--- config.mk ---
export PLATFORM = sky130hd
export DESIGN_NAME = timer0_prescaler_flat
export DESIGN_NICKNAME = d
export VERILOG_FILES = /design/src/rtl/timer0_prescaler_if.sv /design/src/rtl/timer0_prescaler.sv /design/src/flat_wrapper.sv
export SDC_FILE = /design/constraint.sdc
export NUM_CORES = 1
export LEC_CHECK = 0
export CAP_MARGIN = 20
export CORE_UTILIZATION = 40
export CTS_BUF_LIST = sky130_fd_sc_hd__clkbuf_4
export DETAILED_ROUTE_END_ITERATION = 16
export GPL_ROUTABILITY_DRIVEN = 0
export GPL_TIMING_DRIVEN = 0
export PLACE_DENSITY = 0.78
export RECOVER_POWER = 25
export SLEW_MARGIN = 30
export SYNTH_ARGS = -nofsm -noshare
export SYNTH_HDL_FRONTEND = slang
export SYNTH_SLANG_ARGS = --single-unit
export TNS_END_PERCENT = 100
--- constraint.sdc ---
create_clock -name sysClock -period 1.63 [get_ports sysClock]
set_input_delay 0.326 -clock sysClock [delete_from_list [all_inputs] [get_ports sysClock]]
set_output_delay 0.326 -clock sysClock [all_outputs]
set_load 0.05 [all_outputs]
--- src/rtl/timer0_prescaler_if.sv ---
// rtl/timer0_prescaler_if.sv - signal bundle between the register file and the Timer0 prescaler
//
// Ports carried:
//   TCCR_data[7:0]      TCCR0 contents, only CS02:CS00 = [2:0] are used
//   PSR_clear           prescaler-reset request (PSR10), level-sensitive
//   T0_pin              external clock pin, asynchronous
//   countClock          one-cycle count-enable pulse to the timer control unit
//   PSR_done            one-cycle pulse asking the register file to clear PSR10
//   prescale_count[9:0] live prescaler counter value (debug)
// master = register file / stimulus side, slave = prescaler.
interface timer0_prescaler_if;
  logic [7:0] TCCR_data;
  logic       PSR_clear;
  logic       T0_pin;
  logic       countClock;
  logic       PSR_done;
  logic [9:0] prescale_count;

  modport master (
    output TCCR_data, PSR_clear, T0_pin,
    input  countClock, PSR_done, prescale_count
  );

  modport slave (
    input  TCCR_data, PSR_clear, T0_pin,
    output countClock, PSR_done, prescale_count
  );
endinterface

--- src/rtl/timer0_prescaler.sv ---
// rtl/timer0_prescaler.sv - Timer0 clock prescaler and count-enable select
//
// Free-running 10-bit prescaler; CS02:CS00 picks which counter phase (or which
// T0 edge) produces a registered one-cycle countClock pulse.
//
// Ports:
//   sysClock  system clock, all flops on rising edge
//   reset_n   synchronous active-low reset
//   bus       timer0_prescaler_if.slave (TCCR_data, PSR_clear, T0_pin in;
//             countClock, PSR_done, prescale_count out)
//
// Build option: TIMER0_EXT_CLK_EN
//   defined     CS=110/111 count on falling/rising T0 edges (2-flop sync + edge flop)
//   undefined   T0 logic not built, T0_pin unused, CS=110/111 act as stopped
module timer0_prescaler (
  input  logic                 sysClock,
  input  logic                 reset_n,
  timer0_prescaler_if.slave    bus
);

  logic [2:0] cs;
  logic       sel;

  logic [9:0] cnt_q, cnt_d;
  logic       cc_q, cc_d;
  logic       done_q, done_d;
  logic       psr_prev_q;

  assign cs = bus.TCCR_data[2:0];

`ifdef TIMER0_EXT_CLK_EN
  logic t0_s1_q, t0_s2_q, t0_prev_q;
  logic t0_rise, t0_fall;

  // Synchroniser and edge flop run regardless of CS so a CS switch to an
  // external mode never sees a stale edge.
  always_ff @(posedge sysClock) begin
    if (!reset_n) begin
      t0_s1_q   <= 1'b0;
      t0_s2_q   <= 1'b0;
      t0_prev_q <= 1'b0;
    end else begin
      t0_s1_q   <= bus.T0_pin;
      t0_s2_q   <= t0_s1_q;
      t0_prev_q <= t0_s2_q;
    end
  end

  assign t0_rise = t0_s2_q & ~t0_prev_q;
  assign t0_fall = ~t0_s2_q & t0_prev_q;

  logic unused_tccr;
  assign unused_tccr = &{1'b0, bus.TCCR_data[7:3]};
`else
  logic unused_inputs;
  assign unused_inputs = &{1'b0, bus.T0_pin, bus.TCCR_data[7:3]};
`endif

  // Each divided mode fires in the cycle where the low bits of the counter
  // are all ones, i.e. once per 2^n cycles.
  always_comb begin
    sel = 1'b0;
    case (cs)
      3'b001:  sel = 1'b1;
      3'b010:  sel = &cnt_q[2:0];
      3'b011:  sel = &cnt_q[5:0];
      3'b100:  sel = &cnt_q[7:0];
      3'b101:  sel = &cnt_q[9:0];
`ifdef TIMER0_EXT_CLK_EN
      3'b110:  sel = t0_fall;
      3'b111:  sel = t0_rise;
`endif
      default: sel = 1'b0;
    endcase
  end

  always_comb begin
    cnt_d  = bus.PSR_clear ? 10'd0 : cnt_q + 10'd1;
    // A prescaler clear also kills the pulse that would have followed.
    cc_d   = sel & ~bus.PSR_clear;
    // Only the first sampled cycle of a held request acknowledges it.
    done_d = bus.PSR_clear & ~psr_prev_q;
  end

  always_ff @(posedge sysClock) begin
    if (!reset_n) begin
      cnt_q      <= 10'd0;
      cc_q       <= 1'b0;
      done_q     <= 1'b0;
      psr_prev_q <= 1'b0;
    end else begin
      cnt_q      <= cnt_d;
      cc_q       <= cc_d;
      done_q     <= done_d;
      psr_prev_q <= bus.PSR_clear;
    end
  end

  assign bus.countClock     = cc_q;
  assign bus.PSR_done       = done_q;
  assign bus.prescale_count = cnt_q;

endmodule

--- src/flat_wrapper.sv ---
// flat-port wrapper written by rule: the top's interface ports become plain ports
module timer0_prescaler_flat 
  (sysClock, reset_n, bus_TCCR_data, bus_PSR_clear, bus_T0_pin, bus_countClock, bus_PSR_done, bus_prescale_count);
  timer0_prescaler_if bus_i ();
  input  logic sysClock;
  input  logic reset_n;
  input wire logic [$bits(bus_i.TCCR_data)-1:0] bus_TCCR_data;
  input wire logic [$bits(bus_i.PSR_clear)-1:0] bus_PSR_clear;
  input wire logic [$bits(bus_i.T0_pin)-1:0] bus_T0_pin;
  output wire logic [$bits(bus_i.countClock)-1:0] bus_countClock;
  output wire logic [$bits(bus_i.PSR_done)-1:0] bus_PSR_done;
  output wire logic [$bits(bus_i.prescale_count)-1:0] bus_prescale_count;
  assign bus_i.TCCR_data = bus_TCCR_data;
  assign bus_i.PSR_clear = bus_PSR_clear;
  assign bus_i.T0_pin = bus_T0_pin;
  assign bus_countClock = bus_i.countClock;
  assign bus_PSR_done = bus_i.PSR_done;
  assign bus_prescale_count = bus_i.prescale_count;
  timer0_prescaler u_core (.sysClock(sysClock), .reset_n(reset_n), .bus(bus_i));
endmodule
==> results.toml <==
[timing]
timing.slew.headroom_pct = 67.7
timing.fmax_mhz = 640
final.setup.tns_ns = 0
finalMaxSlewViolations = 0
worstMarginPinSlew_ns = 0.486
fin_crit_ns = 1.56
hold_viol = 0
fin_hold_ws_ns = 0.386
finalCritPeriodShare_pct = 95.9
rsz0062_at_grt = "false"
setup_violations = 0
finClkSkew_ns = 0.000973

[grt]
grt_usage_pct = 18.9
grt_antenna_before_repair = 0
first_global_vias = 460
grt_max_degree = 10
grt_overflow = 0
grt_pass1_wl_um = 1860

[worst_setup_path]
crit_type = "reg2out"
critPathMaxFanout = 5
cp_num_buf_inv = 1
rrSetupSlack_ns = 0.14
cp_data_required_time_ns = 1.30
critPathArrivalTime_ns = 1.24
ff2ff_path_depth = 4
cp-end-kind = "primary output"
path_cells = "clkdlybuf4s15_1"
cp-start-kind = "register"
cpMaxStageDelayCell = "clkdlybuf4s15_1"
crit_cells = 1
slowest_delay_ns = 0.53
critical_path.top_delay_family = "buffers and inverters"

[logic_synthesis]
async_flop_share_pct = 0
synth.most_common_cell = "dfxtp_1"
yosys_warnings = 0
synth.ff_latch_count = 13
syn-cell-area_um2 = 539
synthTopCellsByCount = "dfxtp_1, a21oi_1, nand3_1, nor2_1"
synthCells = 59
synth_top_area_cell = "dfxtp_1"
synth.distinct_cells = 24
syn_area_per_cell_um2 = 9.14
synth_top_cell_area_share_pct = 48.3
synth_edf_count = 0
synth-main-ff-cell = "dfxtp_1"
syn-num-nets = 73
yosysSeqAreaShare_pct = 48.3
synthTopCellsByArea = "dfxtp_1, a21oi_1, ha_1"

[detailed_routing]
wl_um = 1070
drt_iter0_markers = 4
postRouteAntennaNets = 0
num_vias = 501
drt-pass1-iter-count = 2
drt-vias-per-instance = 5.33
drc = 0
wire_per_inst_um = 11.4

[clock_network]
clk_pin_slew_ns = 0.08
clock_latency_ns = 0.28
clock-root-buffer = "clkbuf_4"
htree_levels = 1
hold_buffers = 0
cts_sinks = 13
cts_setup_buffers = 0
cts.repair.resized = 12
clk_path_buf_depth = 2
cts_tree = "yes"
cts_buffers = 3

[cells_and_area]
area_growth_pct = 36.7
diodes = 0
nets = 95
drive_gt1_share_pct = 11.3

[placement]
dp.final_hpwl_um = 775
io_buffers = 17

[run_status]
status = "finished, final reports clean"

[power_and_ir_drop]
peakVddDrop_uv = 520
powerDensity_mw_per_mm2 = 790
finalPower_w = 0.000582
p_leak_nw = 0.296

[worst_hold_path]
hold_depth = 1
worstHoldPathType = "reg2reg"

[die]
start_util_pct = 46.0
rows = 12
die-width_um = 38.7
die-area_mm2 = 0.00150
die_h_um = 38.7
pin_count = 24
core_mm2 = 0.00117

[flow_run]
max_cap_viol_count = 0
## state kept, by name, summed over array words and instances, names as in the netlist
name                       count
u_core.psr_prev_q              1
u_core.bus.countClock          1
u_core.bus.PSR_done            1
u_core.bus.prescale_count     10
## area by class of cell
cell class,instances,area [µm²]
Buffer,1,3.75
Clock buffer,3,22.5
Tap cell,14,17.5
Clock inverter,1,5.00
Inverter,2,7.51
Timing Repair Buffer,17,151
Sequential cell,13,262
Multi-Input combinational cell,43,268
Fill cell,113,434
## cells in the final DEF (no fill, tap or decap), types with 3 or more instances in the layout
master,netlist,final
dfxtp_1,13,12
dlygate4sd2_1,0,7
a21oi_1,5,5
nand3_1,4,4
nor2_1,4,4
clkdlybuf4s50_1,0,4
o21ai_0,3,3
clkbuf_4,0,3
clkdlybuf4s15_1,0,3
## cells by family (layout without fill, tap and decap cells)
family / count (synthesis) / in the layout / share of synthesized area (%)
adder cells (fa/ha/maj): 2 / 2 / 4.64
AND/OR/NAND/NOR: 26 / 26 / 26.9
AO/OA/AOI/OAI: 13 / 13 / 14.8
flip-flops: 13 / 13 / 48.3
XOR/XNOR: 2 / 2 / 3.25
buffers and inverters: 3 / 24 / 2.09
## path summary, 6_finish.rpt
| check | start | endpoint |
|---|---|---|
| setup / recovery | u_core.bus.prescale_count[3] | bus_prescale_count[3] |
| hold / removal | u_core.psr_prev_q | u_core.bus.PSR_done |
| setup reg to reg | u_core.bus.prescale_count[0] | u_core.bus.countClock |
| hold reg to reg | u_core.psr_prev_q | u_core.bus.PSR_done |
## through the flow
stage,utilization [%],worst slack [ns],area (µm²),std cells
finish,62.9,0.0671,737,94
global route,62.9,0.00906,737,94
CTS,63.4,0.00258,742,94
detailed placement,62.3,-0.0182,729,90
global placement,62.3,0.000605,729,90
floorplan,-,0.0424,542,59
## power by group
| group | internal (W) | switching, W | leakage, nW |
|---|---|---|---|
| Clock | 0.0000912 | 0.000116 | 0.0177 |
| Combinational | 0.0000207 | 0.0000280 | 0.172 |
| Sequential | 0.000323 | 0.00000347 | 0.106 |
| Total | 0.000435 | 0.000147 | 0.296 |
## routing by layer
metal  up-vias  track usage, %  share of wire (%)
met4         0            12.9                2.6
met5         -               0                  0
li1        257               -                  -
met1       225            20.7                 48
met3         3            6.94                6.4
met2        16            30.0                 43
(Power assumes the default switching activity.)
